### config.mk
export PLATFORM = sky130hd
export DESIGN_NAME = pp_reduce_acc
export DESIGN_NICKNAME = d
export VERILOG_FILES = /design/src/rtl/pp_reduce_acc.sv
export SDC_FILE = /design/constraint.sdc
export NUM_CORES = 1
export LEC_CHECK = 0
export BUFFER_PORTS_ARGS = -buffer_cell sky130_fd_sc_hd__buf_2
export CAP_MARGIN = 15
export CORE_MARGIN = 3
export CORE_UTILIZATION = 55
export CTS_CLUSTER_SIZE = 25
export DETAILED_ROUTE_END_ITERATION = 12
export PLACE_DENSITY = 0.78
export SLEW_MARGIN = 20
export SYNTH_ARGS = -nofsm -noshare
export SYNTH_HDL_FRONTEND = slang
export SYNTH_SLANG_ARGS = --single-unit
### constraint.sdc
create_clock -name clk -period 5.65 [get_ports clk]
set_input_delay 1.13 -clock clk [delete_from_list [all_inputs] [get_ports clk]]
set_output_delay 1.13 -clock clk [all_outputs]
set_load 0.01 [all_outputs]
### src/rtl/pp_reduce_acc.sv
// pp_reduce_acc: reduces four Booth partial-product rows plus negation
// carry-ins to a 16-bit signed product and accumulates products into
// signed groups delimited by first/last flags.
//
// Handshake (both ports): a transfer happens on a rising edge where
// valid && ready are both high. in_ready is low only while a finished
// result is waiting (out_valid && !out_ready). In that state the whole
// pipeline freezes. out_acc/out_ovf stay stable until they are taken.
module pp_reduce_acc #(
  parameter int ACC_W = 24
) (
  input  logic             clk,
  input  logic             reset,
  input  logic             in_valid,
  output logic             in_ready,
  input  logic [11:0]      pp0,
  input  logic [9:0]       pp1,
  input  logic [9:0]       pp2,
  input  logic [9:0]       pp3,
  input  logic             neg0,
  input  logic             neg1,
  input  logic             neg2,
  input  logic             neg3,
  input  logic             in_first,
  input  logic             in_last,
  output logic             out_valid,
  input  logic             out_ready,
  output logic [ACC_W-1:0] out_acc,
  output logic             out_ovf
);

  // Constant that cancels the sign-extension encoding of the rows.
  localparam logic [15:0] CORR = 16'h5000;

  logic             advance;
  // S1 registers
  logic             s1_valid, s1_first, s1_last;
  logic [11:0]      s1_pp0;
  logic [9:0]       s1_pp1, s1_pp2, s1_pp3;
  logic [3:0]       s1_neg;
  // S2 registers
  logic             s2_valid, s2_first, s2_last;
  logic [15:0]      s2_sum, s2_carry;
  // S3 / accumulator state
  logic [ACC_W-1:0] acc;
  logic             grp_ovf;
  // Combinational intermediates
  logic [15:0]      t0, t1, t2, t3, tn;
  logic [15:0]      sa, ca, sb, cb, sc, cc;
  logic [15:0]      prod16;
  logic [ACC_W-1:0] prod_ext, acc_base, acc_sum;
  logic             add_ovf, ovf_next;

  // Global stall: everything moves only when no result is blocked.
  assign advance  = !(out_valid && !out_ready);
  assign in_ready = advance;

  // S1: capture the beat and its group flags.
  always_ff @(posedge clk or posedge reset) begin
    if (reset) begin
      s1_valid <= 1'b0;
      s1_first <= 1'b0;
      s1_last  <= 1'b0;
      s1_pp0   <= '0;
      s1_pp1   <= '0;
      s1_pp2   <= '0;
      s1_pp3   <= '0;
      s1_neg   <= '0;
    end else if (advance) begin
      s1_valid <= in_valid;
      s1_first <= in_first;
      s1_last  <= in_last;
      s1_pp0   <= pp0;
      s1_pp1   <= pp1;
      s1_pp2   <= pp2;
      s1_pp3   <= pp3;
      s1_neg   <= {neg3, neg2, neg1, neg0};
    end
  end

  // Align the five operands and reduce them with three 3:2 compressor rows.
  always_comb begin
    t0 = {4'b0000, s1_pp0};
    t1 = {4'b0000, s1_pp1, 2'b00};
    t2 = {2'b00, s1_pp2, 4'b0000};
    t3 = {s1_pp3, 6'b000000};
    tn = {9'b0, s1_neg[3], 1'b0, s1_neg[2], 1'b0, s1_neg[1], 1'b0, s1_neg[0]};
    sa = t0 ^ t1 ^ t2;
    ca = {((t0[14:0] & t1[14:0]) | (t0[14:0] & t2[14:0]) | (t1[14:0] & t2[14:0])), 1'b0};
    sb = sa ^ ca ^ t3;
    cb = {((sa[14:0] & ca[14:0]) | (sa[14:0] & t3[14:0]) | (ca[14:0] & t3[14:0])), 1'b0};
    sc = sb ^ cb ^ tn;
    cc = {((sb[14:0] & cb[14:0]) | (sb[14:0] & tn[14:0]) | (cb[14:0] & tn[14:0])), 1'b0};
  end

  // S2: register the carry-save pair.
  always_ff @(posedge clk or posedge reset) begin
    if (reset) begin
      s2_valid <= 1'b0;
      s2_first <= 1'b0;
      s2_last  <= 1'b0;
      s2_sum   <= '0;
      s2_carry <= '0;
    end else if (advance) begin
      s2_valid <= s1_valid;
      s2_first <= s1_first;
      s2_last  <= s1_last;
      s2_sum   <= sc;
      s2_carry <= cc;
    end
  end

  // Final add, correction, sign extension and signed-overflow detection.
  always_comb begin
    prod16   = s2_sum + s2_carry + CORR;
    prod_ext = ACC_W'($signed(prod16));
    acc_base = s2_first ? '0 : acc;
    acc_sum  = acc_base + prod_ext;
    add_ovf  = (acc_base[ACC_W-1] == prod_ext[ACC_W-1]) &&
               (acc_sum[ACC_W-1] != acc_base[ACC_W-1]);
    ovf_next = (s2_first ? 1'b0 : grp_ovf) | add_ovf;
  end

  // S3: accumulate, publish on last beat, and manage the result handshake.
  always_ff @(posedge clk or posedge reset) begin
    if (reset) begin
      acc       <= '0;
      grp_ovf   <= 1'b0;
      out_valid <= 1'b0;
      out_acc   <= '0;
      out_ovf   <= 1'b0;
    end else if (advance) begin
      if (s2_valid) begin
        if (s2_last) begin
          acc     <= '0;
          grp_ovf <= 1'b0;
          out_acc <= acc_sum;
          out_ovf <= ovf_next;
        end else begin
          acc     <= acc_sum;
          grp_ovf <= ovf_next;
        end
      end
      if (s2_valid && s2_last) begin
        out_valid <= 1'b1;
      end else if (out_ready) begin
        out_valid <= 1'b0;
      end
    end
  end

endmodule

==> impl_metrics.env <==
export IMPL_outcome="finished, final reports clean"
export IMPL_synth_seq_cells=132
export IMPL_vias_per_cell=5.31
export IMPL_max_freq_mhz=212
export IMPL_final_fill_count=1126
export IMPL_postCtsHoldBufs=0
export IMPL_fp_dieW_um=124
export IMPL_cp_data_arrival_time_ns=5.03
export IMPL_yosys_warnings=0
export IMPL_post_cts_resized=0
export IMPL_pre_cts_slack_ns=0.982
export IMPL_die_area_um2=15300
export IMPL_place_gp_congestion=0.916
export IMPL_postCtsSetupRepairBufs=0
export IMPL_cts_tree="done"
export IMPL_cts_reportedPaths_clkPinSlew_ns=0.06
export IMPL_clk_latency_ns=0.42
export IMPL_syn_cell_area_um2=7640
export IMPL_hpwl_mm=10.8
export IMPL_clk_path_buf_depth=2
export IMPL_post_drt_wl_per_cell_um=14.2
export IMPL_max_stage_delay_ns=0.38
export IMPL_design_core_area_um2=13400
export IMPL_grt_pass1_vias=5724
export IMPL_std_cell_rows=42
export IMPL_drc=0
export IMPL_grt_pass1_wl_mm=26.9
export IMPL_fin_skew_ns=0.0115
export IMPL_hold_class="flop to flop"
export IMPL_synth_fp_nets=957
export IMPL_htreeDepth=4
export IMPL_hold_viol_final=0
export IMPL_die_y_um=124
export IMPL_setup_violations=0
export IMPL_post_layout_nonfiller_instances=1087
export IMPL_async_flop_share=1.00
export IMPL_port_buffers=78
export IMPL_grt_total_usage=0.223
export IMPL_layout_drive_gt1_share=0.156
export IMPL_drtIter0Drc=397
export IMPL_synth_main_ff_cell="dfrtp_1"
export IMPL_crit_buf_inv=0
export IMPL_numCtsBuffers=17
export IMPL_cts_root_buf="clkbuf_16"
export IMPL_post_route_period_util=0.835
export IMPL_start_util=0.570
export IMPL_setup_slack_ns=0.930
export IMPL_route_antenna_remaining_nets=0
export IMPL_antenna_found_initial=0
export IMPL_multi_input_area_um2=4110
export IMPL_firstDrtPassIters=5
export IMPL_insertedDiodeCount=0
export IMPL_synthDistinctLibCells=66
export IMPL_drv_slew=0
export IMPL_dp_cells=1055
export IMPL_synth_avg_cell_area_um2=9.24
export IMPL_end_kind="flop"
export IMPL_maxCapViolations=0
export IMPL_grt_overflow=0
export IMPL_worstPathCellList="ha_1 > ha_1 > ha_1 > a21o_1 > nand3_1 > a21boi_0 > o21a_1 > o21a_1 > o21a_1 > o21a_1 > o41ai_1 > xnor2_1 > ha_1 > a21o_1 > o32ai_1 > nand2_1 > a221oi_2 > o31a_1 > xnor3_1 > a221o_1"
export IMPL_grt_max_degree=70
export IMPL_nNetsFinal=1028
export IMPL_io_pins=79
export IMPL_numClockSinks=132
export IMPL_fin_crit_ns=4.72
export IMPL_slew_headroom=0.296
export IMPL_crit_required_ns=5.96
export IMPL_crit_fanout=4
export IMPL_synth_edff_count=0
export IMPL_netlist_instances=827
export IMPL_vias=5775
export IMPL_ff_latch_area_um2=3300
export IMPL_cp_slowest_cell="dfrtp_1"
export IMPL_rsz0062_at_grt="no"
export IMPL_area_growth_pct=14.2
export IMPL_crit_family="compound AO/OA/AOI/OAI gates"
export IMPL_critPathLaunchType="flop"
export IMPL_critPathKind="flop to flop"
export IMPL_drt_wl_total_mm=15.5
export IMPL_setup_tns_final_ns=0
export IMPL_yosysSeqAreaShare=0.432
export IMPL_tightest_slew_ns=1.05
## registers in the layout, summed over array words and instances, names as in the netlist
name,count
s1_valid,1
s2_valid,1
s1_pp0,12
s1_pp3,10
out_acc,24
s1_pp1,10
s1_last,1
out_valid,1
s2_first,1
s1_first,1
s1_pp2,10
out_ovf,1
grp_ovf,1
acc,24
s1_neg,4
s2_carry,13
s2_last,1
s2_sum,16
## layout make-up
| cell class | instances | share of cell area |
|---|---|---|
| Multi-Input combinational cell | 633 | 0.471 |
| Sequential cell | 132 | 0.379 |
| Timing Repair Buffer | 85 | 0.0508 |
| Clock buffer | 18 | 0.0492 |
| Tap cell | 176 | 0.0252 |
| Inverter | 29 | 0.0133 |
| Clock inverter | 14 | 0.0120 |
## worst min-delay path, delay by kind of cell, from the launching register on
family | cells | cell delay [ns]
DFF | 1 | 0.33
and+or+nand+nor | 2 | 0.10
## Yosys cell counts, drive strengths merged (6+ instances only)
master	instances	area [um2]
nand2	284	1070
dfrtp	132	3300
ha	60	751
o21ai	38	190
clkbuf	29	109
inv	29	114
nor2	27	118
nor2b	26	163
a21oi	25	140
xnor2	24	218
fa	18	360
a22o	15	131
a21o	14	105
xor2	11	96.3
nand2b	8	50.1
nand3	8	40.0
nor3	8	40.0
and2	6	37.5
o21a	6	45.0
## cells by family (layout without fill, tap and decap cells)
| family | after synthesis | after routing | synth area share |
|---|---|---|---|
| adders and majority gates | 81 | 81 | 0.150 |
| DFF | 132 | 132 | 0.432 |
| and+or+nand+nor | 375 | 375 | 0.205 |
| xor gates and xnor gates | 36 | 36 | 0.0440 |
| AOI/OAI and AO/OA | 136 | 136 | 0.130 |
| muxes | 5 | 5 | 0.00786 |
| buffers and inverters | 62 | 146 | 0.0313 |
## layout by cell type (no fill, tap or decap), types with 4 or more instances in the layout
cell type / n
a21o_1: 14
a21oi_1: 23
a22o_1: 15
a31oi_1: 5
and2_1: 6
buf_2: 78
buf_4: 7
clkbuf_16: 17
clkinv_2: 4
clkinvlp_4: 4
dfrtp_1: 132
fa_1: 18
ha_1: 60
inv_1: 26
inv_6: 4
mux2_2: 4
nand2_1: 284
nand2b_1: 8
nand3_1: 8
nor2_1: 26
nor2b_1: 25
nor3_1: 8
o21a_1: 6
o21ai_0: 30
o21ai_1: 8
o31ai_1: 4
xnor2_1: 23
xor2_1: 11
## metal layers
metal	share of wire	global-route usage	vias to the layer above
met5	0	0	-
met1	0.45	0.299	2711
li1	-	-	2894
met2	0.48	0.353	147
met3	0.051	0.0554	23
met4	0.018	0.0775	0
## worst paths after layout
kind	start	endpoint	slack, ns	depth (start not counted)
max reg2reg	s2_sum[1]	acc[23]	0.93	20
max in group asynchronous	reset	s1_pp1[0]	3.80	3
max	s2_sum[1]	acc[23]	0.93	20
min reg2reg	out_acc[18]	out_acc[18]	0.46	2
min in group asynchronous	reset	s2_carry[15]	0.84	2
min	out_acc[18]	out_acc[18]	0.46	2
## per-stage QoR
stage,area (um2),hold WS (ns),utilization
after floorplan,7640,0.439,-
after global placement,8190,0.450,0.611
after detailed placement,8190,0.456,0.611
after CTS,8720,0.469,0.651
after global routing,8720,0.489,0.651
final,8720,0.464,0.651
Power is left out: the tool's default activity adds up to more than one toggle a clock period on the data nets, which glitch-free logic cannot reach.
